<file path="src/rtl/fifo_axis_reader.sv">
// fifo_axis_reader: drains an async_fifo read port (show-ahead) into an
// AXI4-Stream master. A two-entry buffer (head + skid) keeps rd_en free of
// any dependence on tready while still sustaining one beat per clock.
// tlast is raised on every BEATS-th accepted beat.
module fifo_axis_reader #(
  parameter int W     = 8,
  parameter int BEATS = 16
) (
  input  logic         clk,
  input  logic         reset,
  input  logic         rd_empty,
  input  logic [W-1:0] rd_data,
  output logic         rd_en,
  output logic         tvalid,
  output logic [W-1:0] tdata,
  output logic         tlast,
  input  logic         tready,
  output logic [1:0]   buf_count
);

  localparam int            CW        = (BEATS > 1) ? $clog2(BEATS) : 1;
  localparam logic [CW-1:0] LAST_BEAT = CW'(BEATS - 1);

  // Occupancy doubles as the FSM state; encodings equal the word count.
  typedef enum logic [1:0] {
    S_EMPTY = 2'd0,
    S_ONE   = 2'd1,
    S_FULL  = 2'd2
  } state_t;

  state_t        state_q, state_d;
  logic [W-1:0]  head_q, skid_q;
  logic [CW-1:0] beat_cnt;
  logic          push, pop;
  logic          head_from_rd, head_from_skid, skid_load;

  // Pop decision looks only at registered state and rd_empty, never tready,
  // so the FIFO is never popped while empty and no tready->rd_en path exists.
  assign rd_en     = ~reset & ~rd_empty & (state_q != S_FULL);
  assign push      = rd_en;
  assign pop       = tvalid & tready;
  assign tvalid    = (state_q != S_EMPTY);
  assign tdata     = head_q;
  assign buf_count = state_q;
  assign tlast     = tvalid & (beat_cnt == LAST_BEAT);

  // Next occupancy and which buffer entry to load this cycle.
  always_comb begin
    // NOTE: every output of this block gets a default first so no path
    // through the case leaves a signal unassigned and infers a latch.
    state_d        = state_q;
    head_from_rd   = 1'b0;
    head_from_skid = 1'b0;
    skid_load      = 1'b0;
    case (state_q)
      S_EMPTY: begin
        if (push) begin
          head_from_rd = 1'b1;
          state_d      = S_ONE;
        end
      end
      S_ONE: begin
        if (push && pop) begin
          head_from_rd = 1'b1;
        end else if (push) begin
          skid_load = 1'b1;
          state_d   = S_FULL;
        end else if (pop) begin
          state_d = S_EMPTY;
        end
      end
      S_FULL: begin
        if (pop) begin
          head_from_skid = 1'b1;
          state_d        = S_ONE;
        end
      end
      default: state_d = S_EMPTY;
    endcase
  end

  // Occupancy state register.
  always_ff @(posedge clk or posedge reset) begin
    // NOTE: sequential state uses non-blocking assignments so every register
    // samples pre-edge values regardless of block evaluation order.
    if (reset) state_q <= S_EMPTY;
    else       state_q <= state_d;
  end

  // Buffer entries: head feeds tdata, skid catches the second word.
  always_ff @(posedge clk or posedge reset) begin
    // NOTE: these data registers are reset on purpose so a flushed buffer
    // reads as zero; plain datapath storage would normally skip the reset.
    if (reset) begin
      head_q <= '0;
      skid_q <= '0;
    end else begin
      if (head_from_rd)        head_q <= rd_data;
      else if (head_from_skid) head_q <= skid_q;
      if (skid_load)           skid_q <= rd_data;
    end
  end

  // Beat counter: advances on each accepted beat, wraps after BEATS-1.
  always_ff @(posedge clk or posedge reset) begin
    if (reset) begin
      beat_cnt <= '0;
    end else if (pop) begin
      beat_cnt <= (beat_cnt == LAST_BEAT) ? '0 : beat_cnt + CW'(1);
    end
  end

endmodule

</file>
<file path="config.mk">
export PLATFORM = sky130hd
export DESIGN_NAME = fifo_axis_reader
export DESIGN_NICKNAME = d
export VERILOG_FILES = /design/src/rtl/fifo_axis_reader.sv
export SDC_FILE = /design/constraint.sdc
export NUM_CORES = 1
export LEC_CHECK = 0
export ABC_AREA = 0
export BUFFER_PORTS_ARGS = -buffer_cell sky130_fd_sc_hd__buf_2
export CAP_MARGIN = 5
export CORE_MARGIN = 2
export CORE_UTILIZATION = 40
export DETAILED_ROUTE_END_ITERATION = 6
export PLACE_DENSITY = 0.62
export SYNTH_ARGS = -nofsm -noshare
export SYNTH_HDL_FRONTEND = slang
export SYNTH_SLANG_ARGS = --single-unit
</file>
<file path="constraint.sdc">
create_clock -name clk -period 2.7 [get_ports clk]
set_input_delay 0.27 -clock clk [delete_from_list [all_inputs] [get_ports clk]]
set_output_delay 0.27 -clock clk [all_outputs]
set_load 0.01 [all_outputs]
</file>
* After elaboration in Yosys (flattened, before gate mapping) *
Cells that the tools add are included.

operators by class
  add/subtract/negate cells = 1
  eq/ne operators = 8
  mux-type cells = 16
  bitwise logic cells = 6
  reduce and logical (&&, ||, !) cells = 5

operators by type and width
  operator                                       count
  two-way mux 8 bit                              2
  two-way mux 2 bit                              5
  != test 2 bit, second input constant           4
  two-way mux 1 bit                              6
  one-hot mux 2 bit (3 select lines)             1
  adder 4 x 1 -> 4 bit, second input constant    1
  AND 1 bit                                      4
  == test 4 bit, second input constant           1
  two-way mux 4 bit                              1
  AND reduction 4 bit                            1
  nonzero test 2 bit                             2
  != test 3 bit, second input constant           1
  == test 2 x 1 -> 1 bit, second input constant  1
  == test 2 bit, second input constant           1
  logical NOT 2 bit                              1
  inverter 1 bit                                 2
  one-hot mux 1 bit (2 select lines)             1
  logical AND 1 bit                              1

storage, ports and cells
  flip-flop bits (word level) = 22
  input port bits = 12
  output and inout port bits = 13
  logic and storage cells = 40

* Longest topological paths before layout *
  word-level depth = 7
  mapped depth = 5
  gate-level depth less buffers = 4

* Worst setup path before layout *
No wires, ideal clock.

  path kind = register -> register
  from = register state_q[1], in the netlist buf_count[1]
  to = register head_q[0], in the netlist tdata[0]
  setup time = 125 ps
  arrival time = 1314 ps
  required time = 2575 ps
  path slack = 1261 ps
  cell stages (with the launch flop) = 6
  buffers on the path = 2
  clock period less this slack = 1439 ps
  path through = dfrtp_1 -> buf_4 -> nor3_4 -> nand2b_1 -> buf_6 -> mux2_4

between the ends
  longest elaborated chain between the ends = 6
  elaborated cells between the ends (all ways) = 15
  those cells by class = 3 x eq/ne; 6 x mux; 2 x bitwise; 4 x reduce/logical

RTL lines
  item                                                            line    text
  start, declared                                                 31      state_t state_q, state_d;
  start signal, assigned                                          87      else state_q <= state_d;
  != test 2 bit / nonzero test 2 bit (equally long branches)      39, 42
  AND 1 bit, on equally long branches                             39, 41
  logical AND 1 bit                                               63      if (push && pop) begin
  two-way mux 1 bit                                               63
  one-hot mux 1 bit (2 select lines)                              55      case (state_q)
  two-way mux 8 bit / nonzero test 2 bit (equally long branches)  n/a
  end signal, assigned                                            98      if (head_from_rd) head_q <= rd_data;
  end signal, assigned                                            99      else if (head_from_skid) head_q <= skid_q;
  end, declared                                                   32      logic [W-1:0] head_q, skid_q;

Parallel ways exist; a longest one is shown, timed or not.
A chain may end at the register's enable or synchronous reset.

* Worst setup path after layout *
  from = register state_q[1], in the netlist buf_count[1]
  to = output tlast

between the ends
  longest elaborated chain between the ends = 2

RTL lines
  item                line  text
  nonzero test 2 bit  42    assign tvalid = (state_q != S_EMPTY);
  AND 1 bit           45    assign tlast = tvalid & (beat_cnt == LAST_BEAT);
  end, declared       16    output logic tlast,

Every way passes these cells.

==> metrics <==
Leak=0.6319 nW; leading area contributor after synthesis=dfrtp_1; outcome=completed; Post-synth EDFFs=0; worst path buffer plus inverter count=1; cell count after synthesis=80; die height=between 50 and 60 um; Critical Path Fanout Max=9; Post-DP HPWL=1329 um; Int Power=0.8313 mW; CP required=around 2.4 ns; Clk pwr share=0.213; pins over their slew limit=0; largest stage delay on the critical path=0.52 ns; sequential fraction of the synthesis area=0.5087; Die Wd=56.02 um; first-pass GRT wire length=3036 um; post-route design area=1274 um^2; final setup TNS=0 ns; initial antenna violation count=0; Total GRT Usage=0.1229; Max clock buf depth=2; Comb power frac=0.311; Power Dens Cells=919.2 nW/um^2; Syn-to-layout area delta=17.69%; Slowest-stage cell, CP=dfrtp_1; Die ar.=3138 um^2; Mapped Avg Cell Area=between 10 and 15 um^2; port bufs=24; Crit Path Category=reg -> out; slew margin rel.=0.4542; DRC Markers=0; post-synth cell types=28; H-Tree Depth=1; crit path launch type=flip-flop; placer congestion estimate=0.7655; Core ar.=2522 um^2; Reg2Reg Setup Slack=1.03 ns; mean number of vias per cell=5.088; initial drt markers=9; sw power=0.3395 mW; Sequential Power Share=0.476; worst reg2reg startpoint=buf_count[1]; post-synthesis register bit count=22; nets@finish=120; Netlist Area Pre-Place=1082 um^2; RSZ-0062 raised after global routing=no; Yosys warning count=0; largest net degree at the start of global routing=23; period utilization=0.6240; FFs w/ async S/R, synth=1.000; CP Capture Type=output pin; crit path capture=tlast; Critical Path Stages=3; Top-Level Pins=25; vias in the first global route=653; CP Cell Sequence=or2_2 > nor2b_1 > buf_2; most common cell in the synthesized netlist=dfrtp_1; Initial Util=0.4291; largest cells by area after synthesis=dfrtp_1, mux2_1, mux2_4; Hold WS=about 0.14 ns; post-CTS setup buffer count=0; Worst Tran Pin Value=0.8177 ns; Routed WL=1771 um; net count after synthesis=93; overflow left after global routing=0; CTS resizes=0; worst min-delay path class=in -> async; Root Driver=clkbuf_4; fin util=0.5050; TritonCTS Buffers=3; Synth top cells by count=dfrtp_1, mux2_1, mux2_4, nand2_1; cell row count=18; count of clock tree sinks=22; CTS clock-pin slew for the worst setup and hold paths=0.12 ns; Pre-antenna DRT Iters=4; vias post-DR=692; # hold bufs at CTS=0; final hold vios=0; placed cell areas=1221 um^2; antenna fix cells=0; maxcap violations=0; Critical path origin=buf_count[1]; layout cells sized above 1=0.3868; capturing point of the worst reg2reg path=tdata[4]; CTS tree=done; share of the synthesized area in the top cell type=0.5087; drt wl/cell=roughly 13 um; Synth Flop Type=dfrtp_1; worst r2r path cells=3; min cycle time layout=1.685 ns; Max Fclk=between 500 and 600 MHz; largest delay contributor family on the critical path=flip-flops; # setup viols final=0; Routed Antenna Nets=0; sw frac=0.2900; Clock Latency Late Sink=about 0.31 ns; VDD IR max=0.5295 mV; arrival time worst endpoint=1.41 ns; Worst Skew=around 0.0066 ns
-- routing by layer --
metal | vias to the layer above | track usage | wire length (um)
li1 | 336 | - | -
met1 | 330 | 0.1667 | 821
met2 | 24 | 0.1866 | 813
met3 | 2 | 0.05116 | 121
met4 | 0 | 0.02041 | 14
met5 | - | 0 | 0
-- layout by cell type, fill, tap and decap left out --
cell type   n
nor3_1      1
buf_2      24
mux2_4      8
dfrtp_1    22
or2_2       1
o21ai_0     1
mux2i_1     1
ha_1        1
xnor2_1     1
inv_1       2
o31ai_1     1
bufinv_16   1
mux2_1     16
o21ai_1     2
nor2_1      1
nand3b_4    1
nand2_2     1
o22ai_1     1
a22o_1      1
clkbuf_4    3
a21oi_1     2
nand4_1     1
nand2b_1    1
nand2_1     6
o21a_1      1
nand3_1     1
nor3_4      1
nor2b_2     1
nor2b_1     2
-- power by group through the flow --
stage / combinational, mW / sequential, mW / clock, mW
4_1_cts: 0.373 / 0.560 / 0.257
3_3_place_gp: 0.360 / 0.558 / 0
2_1_floorplan: 0.252 / 0.569 / 0
3_5_place_dp: 0.372 / 0.568 / 0
6_report: 0.365 / 0.557 / 0.249
5_1_grt: 0.404 / 0.580 / 0.276
-- state kept, by name, summed over array words and instances, names as in the netlist --
signal,cells
buf_count,2
skid_q,8
tdata,8
beat_cnt,4
-- logic make-up (layout without fill, tap and decap cells) --
logic type,after synthesis,count (layout),share of synthesized area
buffers and inverters,4,30,0.02428
adders and majority gates,1,1,0.01156
xor gates and xnor gates,1,1,0.008094
AOI/OAI and AO/OA,9,9,0.05087
muxes,25,25,0.2867
and+or+nand+nor,18,18,0.1098
DFF,22,22,0.5087
-- area by class of cell --
cell class	instances	area [um^2]
flip-flops and latches	22	550.5
fillers	237	1249
clock inverters	1	30.03
repair buffers	24	120.1
multi-input cells	54	505.5
clock buffers	3	22.52
well taps	30	37.54
inverters	2	7.507
-- per-stage QoR --
stage | worst slack (ns) | std cells | total power, mW
floorplan | 1.261 | 80 | 0.8204
global placement | 1.035 | 132 | 0.9180
detailed placement | 1.017 | 132 | 0.9396
CTS | 0.9867 | 136 | 1.190
global route | 0.9304 | 136 | 1.259
finish | 1.015 | 136 | 1.171
-- worst min path at each step --
stage | start | to | slack (ns) | depth (start not counted)
floorplan | reset | beat_cnt[0] | 0.26 | 1
global placement | skid_q[2] | skid_q[2] | 0.47 | 1
detailed placement | beat_cnt[3] | beat_cnt[3] | 0.47 | 1
CTS | rd_data[6] | skid_q[6] | 0.17 | 2
global route | rd_data[0] | tdata[0] | 0.16 | 2
finish | reset | beat_cnt[3] | 0.14 | 2
(Power assumes the default switching activity.)
